==> config.mk <==
export PLATFORM = sky130hd
export DESIGN_NAME = uart_tx_serializer
export DESIGN_NICKNAME = d
export VERILOG_FILES = /design/src/rtl/uart_pkg.sv /design/src/rtl/baud_counter.sv /design/src/rtl/uart_tx_serializer.sv
export SDC_FILE = /design/constraint.sdc
export NUM_CORES = 1
export LEC_CHECK = 0
export CAP_MARGIN = 15
export CORE_MARGIN = 3
export CORE_UTILIZATION = 40
export CTS_CLUSTER_SIZE = 14
export DETAILED_ROUTE_END_ITERATION = 10
export PLACE_DENSITY = 0.6
export SYNTH_ARGS = -nofsm -noshare
export SYNTH_HDL_FRONTEND = slang
export SYNTH_HIERARCHICAL = 1
export SYNTH_SLANG_ARGS = --single-unit
==> constraint.sdc <==
create_clock -name clk_i -period 4.35 [get_ports clk_i]
set_clock_uncertainty 0.05 [all_clocks]
set_input_delay 0.87 -clock clk_i [delete_from_list [all_inputs] [get_ports clk_i]]
set_output_delay 0.87 -clock clk_i [all_outputs]
set_load 0.01 [all_outputs]
==> src/rtl/uart_pkg.sv <==
// Shared UART definitions: FSM state encoding, parity selectors and baud helper.
// Intended for both the transmitter and the future receiver.
package uart_pkg;

   typedef enum logic [2:0] {
      StIdle,
      StStart,
      StData,
      StParity,
      StStop
   } uart_tx_state_t;

   localparam int unsigned PAR_NONE = 0;
   localparam int unsigned PAR_ODD  = 1;
   localparam int unsigned PAR_EVEN = 2;

   function automatic int unsigned clks_per_bit(input int unsigned clk_freq,
                                                input int unsigned baud_rate);
      return clk_freq / baud_rate;
   endfunction

endpackage

==> src/rtl/baud_counter.sv <==
// Free-running bit-period counter: counts 0..MAX while enabled, pulses tick on wrap.
module baud_counter #(
   parameter int unsigned WIDTH = 2,
   parameter int unsigned MAX   = 3
) (
   input  logic clk_i,
   input  logic reset_i,
   input  logic clr_i,
   input  logic en_i,
   output logic tick_o
);

   localparam logic [WIDTH-1:0] MaxCnt = WIDTH'(MAX);

   logic [WIDTH-1:0] cnt_q, cnt_d;

   always_comb begin
      tick_o = en_i && (cnt_q == MaxCnt);
      cnt_d  = cnt_q;
      if (clr_i) begin
         cnt_d = '0;
      end else if (en_i) begin
         cnt_d = tick_o ? '0 : cnt_q + WIDTH'(1);
      end
   end

   always_ff @(posedge clk_i) begin
      if (reset_i) begin
         cnt_q <= '0;
      end else begin
         cnt_q <= cnt_d;
      end
   end

endmodule

==> src/rtl/uart_tx_serializer.sv <==
// Byte-level UART transmitter: start bit, 8 data bits LSB-first, optional parity,
// 1 or 2 stop bits. tx and tx_busy are both registered.
module uart_tx_serializer
   import uart_pkg::*;
#(
   parameter int unsigned CLK_FREQ  = 100_000_000,
   parameter int unsigned BAUD_RATE = 115_200,
   parameter int unsigned PARITY    = 0,
   parameter int unsigned STOP_BITS = 1
) (
   input  logic       clk_i,
   input  logic       reset_i,
   input  logic       tx_start_i,
   input  logic [7:0] tx_data_i,
   output logic       tx_o,
   output logic       tx_busy_o
);

   localparam int unsigned CLKS_PER_BIT = clks_per_bit(CLK_FREQ, BAUD_RATE);
   localparam int unsigned CNT_W = (CLKS_PER_BIT < 2) ? 1 : $clog2(CLKS_PER_BIT);

   if (CLKS_PER_BIT < 2) begin : g_bad_baud
      $error("uart_tx_serializer: CLKS_PER_BIT must be at least 2");
   end
   if (PARITY > 2) begin : g_bad_parity
      $error("uart_tx_serializer: PARITY must be 0, 1 or 2");
   end
   if (STOP_BITS != 1 && STOP_BITS != 2) begin : g_bad_stop
      $error("uart_tx_serializer: STOP_BITS must be 1 or 2");
   end

   uart_tx_state_t state_q, state_d;
   logic [7:0]     data_q, data_d;
   logic [7:0]     shreg_q, shreg_d;
   logic [2:0]     idx_q, idx_d;
   logic           tx_q, tx_d;
   logic           busy_q, busy_d;
   logic           baud_clr, baud_en, baud_tick;
   logic           parity_bit;

   baud_counter #(
      .WIDTH (CNT_W),
      .MAX   (CLKS_PER_BIT - 1)
   ) u_baud_counter (
      .clk_i   (clk_i),
      .reset_i (reset_i),
      .clr_i   (baud_clr),
      .en_i    (baud_en),
      .tick_o  (baud_tick)
   );

   // Held at zero through IDLE so START always begins a full bit period.
   assign baud_clr = (state_q == StIdle);
   assign baud_en  = (state_q != StIdle);

   assign parity_bit = (PARITY == PAR_ODD) ? ~^data_q : ^data_q;

   always_comb begin
      state_d = state_q;
      data_d  = data_q;
      shreg_d = shreg_q;
      idx_d   = idx_q;
      case (state_q)
         StIdle: begin
            if (tx_start_i) begin
               data_d  = tx_data_i;
               shreg_d = tx_data_i;
               idx_d   = 3'd0;
               state_d = StStart;
            end
         end
         StStart: begin
            if (baud_tick) begin
               idx_d   = 3'd0;
               state_d = StData;
            end
         end
         StData: begin
            if (baud_tick) begin
               shreg_d = {1'b0, shreg_q[7:1]};
               if (idx_q == 3'd7) begin
                  idx_d   = 3'd0;
                  state_d = (PARITY != PAR_NONE) ? StParity : StStop;
               end else begin
                  idx_d = idx_q + 3'd1;
               end
            end
         end
         StParity: begin
            if (baud_tick) begin
               idx_d   = 3'd0;
               state_d = StStop;
            end
         end
         StStop: begin
            // idx_q counts stop bits here.
            if (baud_tick) begin
               if (idx_q == 3'(STOP_BITS - 1)) begin
                  idx_d   = 3'd0;
                  state_d = StIdle;
               end else begin
                  idx_d = idx_q + 3'd1;
               end
            end
         end
         default: begin
            state_d = StIdle;
         end
      endcase
   end

   // Line level is derived from the next state so the pin flop tracks state_q exactly.
   always_comb begin
      tx_d   = 1'b1;
      busy_d = (state_d != StIdle);
      case (state_d)
         StStart:  tx_d = 1'b0;
         StData:   tx_d = shreg_d[0];
         StParity: tx_d = parity_bit;
         default:  tx_d = 1'b1;
      endcase
   end

   always_ff @(posedge clk_i) begin
      if (reset_i) begin
         state_q <= StIdle;
         data_q  <= '0;
         shreg_q <= '0;
         idx_q   <= '0;
         tx_q    <= 1'b1;
         busy_q  <= 1'b0;
      end else begin
         state_q <= state_d;
         data_q  <= data_d;
         shreg_q <= shreg_d;
         idx_q   <= idx_d;
         tx_q    <= tx_d;
         busy_q  <= busy_d;
      end
   end

   assign tx_o      = tx_q;
   assign tx_busy_o = busy_q;

endmodule

==> results.py <==
metrics = {
    "setup_path": {
        "end_kind": "flip-flop",
        "worst_ep_required_time_ns": 4.51,
        "cp_max_fo": 14,
        "crit_family": "simple AND/OR/NAND/NOR gates",
        "crit_top_cell": "nand2_1",
        "arrival_ns": 3.20,
        "critPathBufInv": 0,
        "slowest_stage": "nor4_2",
        "max_stage_delay_ns": 0.66,
        "reg2reg_from": "state_q[2]",
        "critPathLaunch": "state_q[2]",
        "reg2reg_slack_ns": 1.31,
        "cp-start-kind": "flip-flop",
        "crit_chain": "nor2_1 -> nand2_1 -> nand2_1 -> nor4_2 -> and4bb_1 -> a211oi_2 -> or4b_1 -> a21oi_1",
        "path_class": "reg -> reg",
    },
    "cts": {
        "ctsHoldBuffers": 0,
        "cts.clk_slew.worst_paths_ns": 0.07,
        "htreeDepth": 2,
        "clock_latency_ns": 0.28,
        "postCtsSetupBuffers": 0,
        "cts-root-buf": "clkbuf_8",
        "tritoncts": "yes",
        "clockBufferDepth": 2,
        "ctsResizeCount": 0,
        "clock-sinks": 34,
        "cts_buffers": 5,
    },
    "placed_design": {
        "port_buffers": 12,
        "dp.final_hpwl_mm": 2.43,
        "dpl_cell_area_um2": 1770,
        "place_inst": 244,
        "gp_congestion": 0.795,
    },
    "die": {
        "pin_count": 13,
        "rows": 22,
        "start_util_pct": 42.7,
        "die_height_um": 69.5,
        "design.die.area_um2": 4830,
        "fp.dieW_um": 69.5,
        "core_um2": 3770,
    },
    "logic_synthesis": {
        "syn_area_um2": 1610,
        "synth_edf_count": 0,
        "ys_seq_elements": 34,
        "synth_fa_ha_area_share_pct": 3.11,
        "synthDistinctLibCells": 41,
        "synthMuxAreaShare_pct": 0,
        "ys.warnings.count": 6,
        "synth_nets": 205,
        "syn_avg_cell_area_um2": 8.48,
        "synth_xor_area_share_pct": 5.98,
        "ys.flop_type": "dfxtp_1",
        "synthSimpleGateAreaFrac_pct": 27.6,
        "synth_top_family_by_area": "simple AND/OR/NAND/NOR gates",
        "ys_seq_area_share_pct": 42.2,
        "synth_cells": 190,
        "synthArstFlopShare_pct": 0,
        "synth_compound_area_share_pct": 17.0,
    },
    "pwr": {
        "p_per_area_nw_per_um2": 345,
        "ir_drop_mv": 0.220,
        "cellLeakagePower_nw": 0.613,
    },
    "global_route": {
        "grt_pass1_wl_mm": 6.03,
        "grt_max_degree": 17,
        "antenna_found_initial": 0,
        "gr-total-overflow": 0,
        "grt.total_usage_pct": 15.3,
        "grt_pass1_vias": 1329,
    },
    "cells_and_area": {
        "drive_above_1_share_pct": 8.33,
        "multi_input_area_um2": 865,
        "final_area_um2": 1870,
        "nNetsFinal": 218,
        "fill_cells": 366,
        "ff_latch_area_um2": 681,
        "diodes": 0,
        "area_growth_pct": 15.8,
        "mostFrequentLayoutCell": "nand2_1",
        "final_cell_mix": "nand2_1, dfxtp_1, a21oi_1, clkdlybuf4s50_1, nor2_1",
        "final_cells": 252,
        "post-route-util_pct": 49.5,
    },
    "hold_path": {
        "hp-class": "reg -> reg",
        "hold_path_startpoint": "data_q[3]",
    },
    "routing": {
        "drt-total-wl_mm": 3.43,
        "ant_nets": 0,
        "num_vias": 1341,
        "drtIter0Drc": 55,
        "firstDrtPassIters": 4,
        "wl_per_cell_um": 13.6,
        "routed_via_density": 5.32,
        "route.detailed.drc": 0,
    },
    "timing": {
        "hold_viol": 0,
        "max_freq_mhz": 329,
        "grt_setup_unrepaired": "false",
        "fin_setup_tns_ns": 0,
        "worst_pin_slew_ns": 0.737,
        "min_period_over_period_pct": 69.8,
        "fin_crit_ns": 3.04,
        "drv_slew": 0,
        "slew_headroom_pct": 50.5,
        "finalSetupViolCount": 0,
    },
    "job": {
        "drv_cap": 0,
    },
    "run_status": {
        "outcome": "completed",
    },
}
layer usage:
layer  track usage (%)  part of all wire, %  vias up
li1                  -                    -      701
met2              24.7                   47       23
met3              3.62                  3.2        5
met1              19.7                   49      612
met5                 0                    0        -
met4              5.64                  1.1        0
stage by stage:
stage | hold WS [ns] | worst slack [ns] | total power, mW
floorplan | 0.387 | 1.76 | 0.386
global placement | 0.407 | 1.44 | 0.411
detailed placement | 0.410 | 1.30 | 0.413
CTS | 0.419 | 1.32 | 0.653
global route | 0.434 | 0.937 | 0.675
finish | 0.417 | 1.31 | 0.644
Yosys cell counts (3+ instances only):
cell      count  area (um2)
buf_2         5        25.0
nor2_1       11        41.3
clkbuf_1      3        11.3
dfxtp_1      34         681
xnor2_1       9        78.8
inv_1         6        22.5
nand3_1       6        30.0
o21ai_0       5        25.0
a21oi_1      17        85.1
nand3b_1      4        30.0
or3_1         4        25.0
a31oi_1       9        56.3
nand4_1       4        25.0
ha_1          4        50.1
nand2_1      37         139
final timing paths:
check,cells after the start,endpoint
max,8,idx_q[1]
min,2,data_q[3]
min reg2reg,2,data_q[3]
max reg2reg,8,idx_q[1]
power breakdown:
part	leakage (nW)	switching, mW	internal (mW)
clock	0.0482	0.110	0.128
sequential	0.277	0.00882	0.325
combinational	0.287	0.0372	0.0356
area by class of cell:
| cell class | instances | area share (%) |
|---|---|---|
| multi-input combinational | 140 | 46.3 |
| sequential | 34 | 36.5 |
| timing repair buffer | 15 | 7.65 |
| clock buffer | 7 | 4.63 |
| tap | 48 | 3.22 |
| inverter | 7 | 1.41 |
| clock inverter | 1 | 0.268 |
worst register-to-register path, delay by kind of cell, from the launching register on:
family             cells  cell delay (ns)
AOI/OAI and AO/OA      2             0.22
DFF                    1             0.60
and+or+nand+nor        6             2.09
cell families after synthesis:
kind of cell,after synthesis
AND/OR/NAND/NOR,83
AO/OA/AOI/OAI,42
flip-flops,34
buffers and inverters,16
XOR/XNOR,11
adder cells (fa/ha/maj),4
state kept, by name, summed over array words and instances, names as in the netlist:
name,flops
u_baud_counter/cnt_q,10
data_q,8
shreg_q,8
idx_q,3
state_q,3
tx_busy_o,1
tx_o,1
No activity file was read; power rests on OpenSTA's default activity.
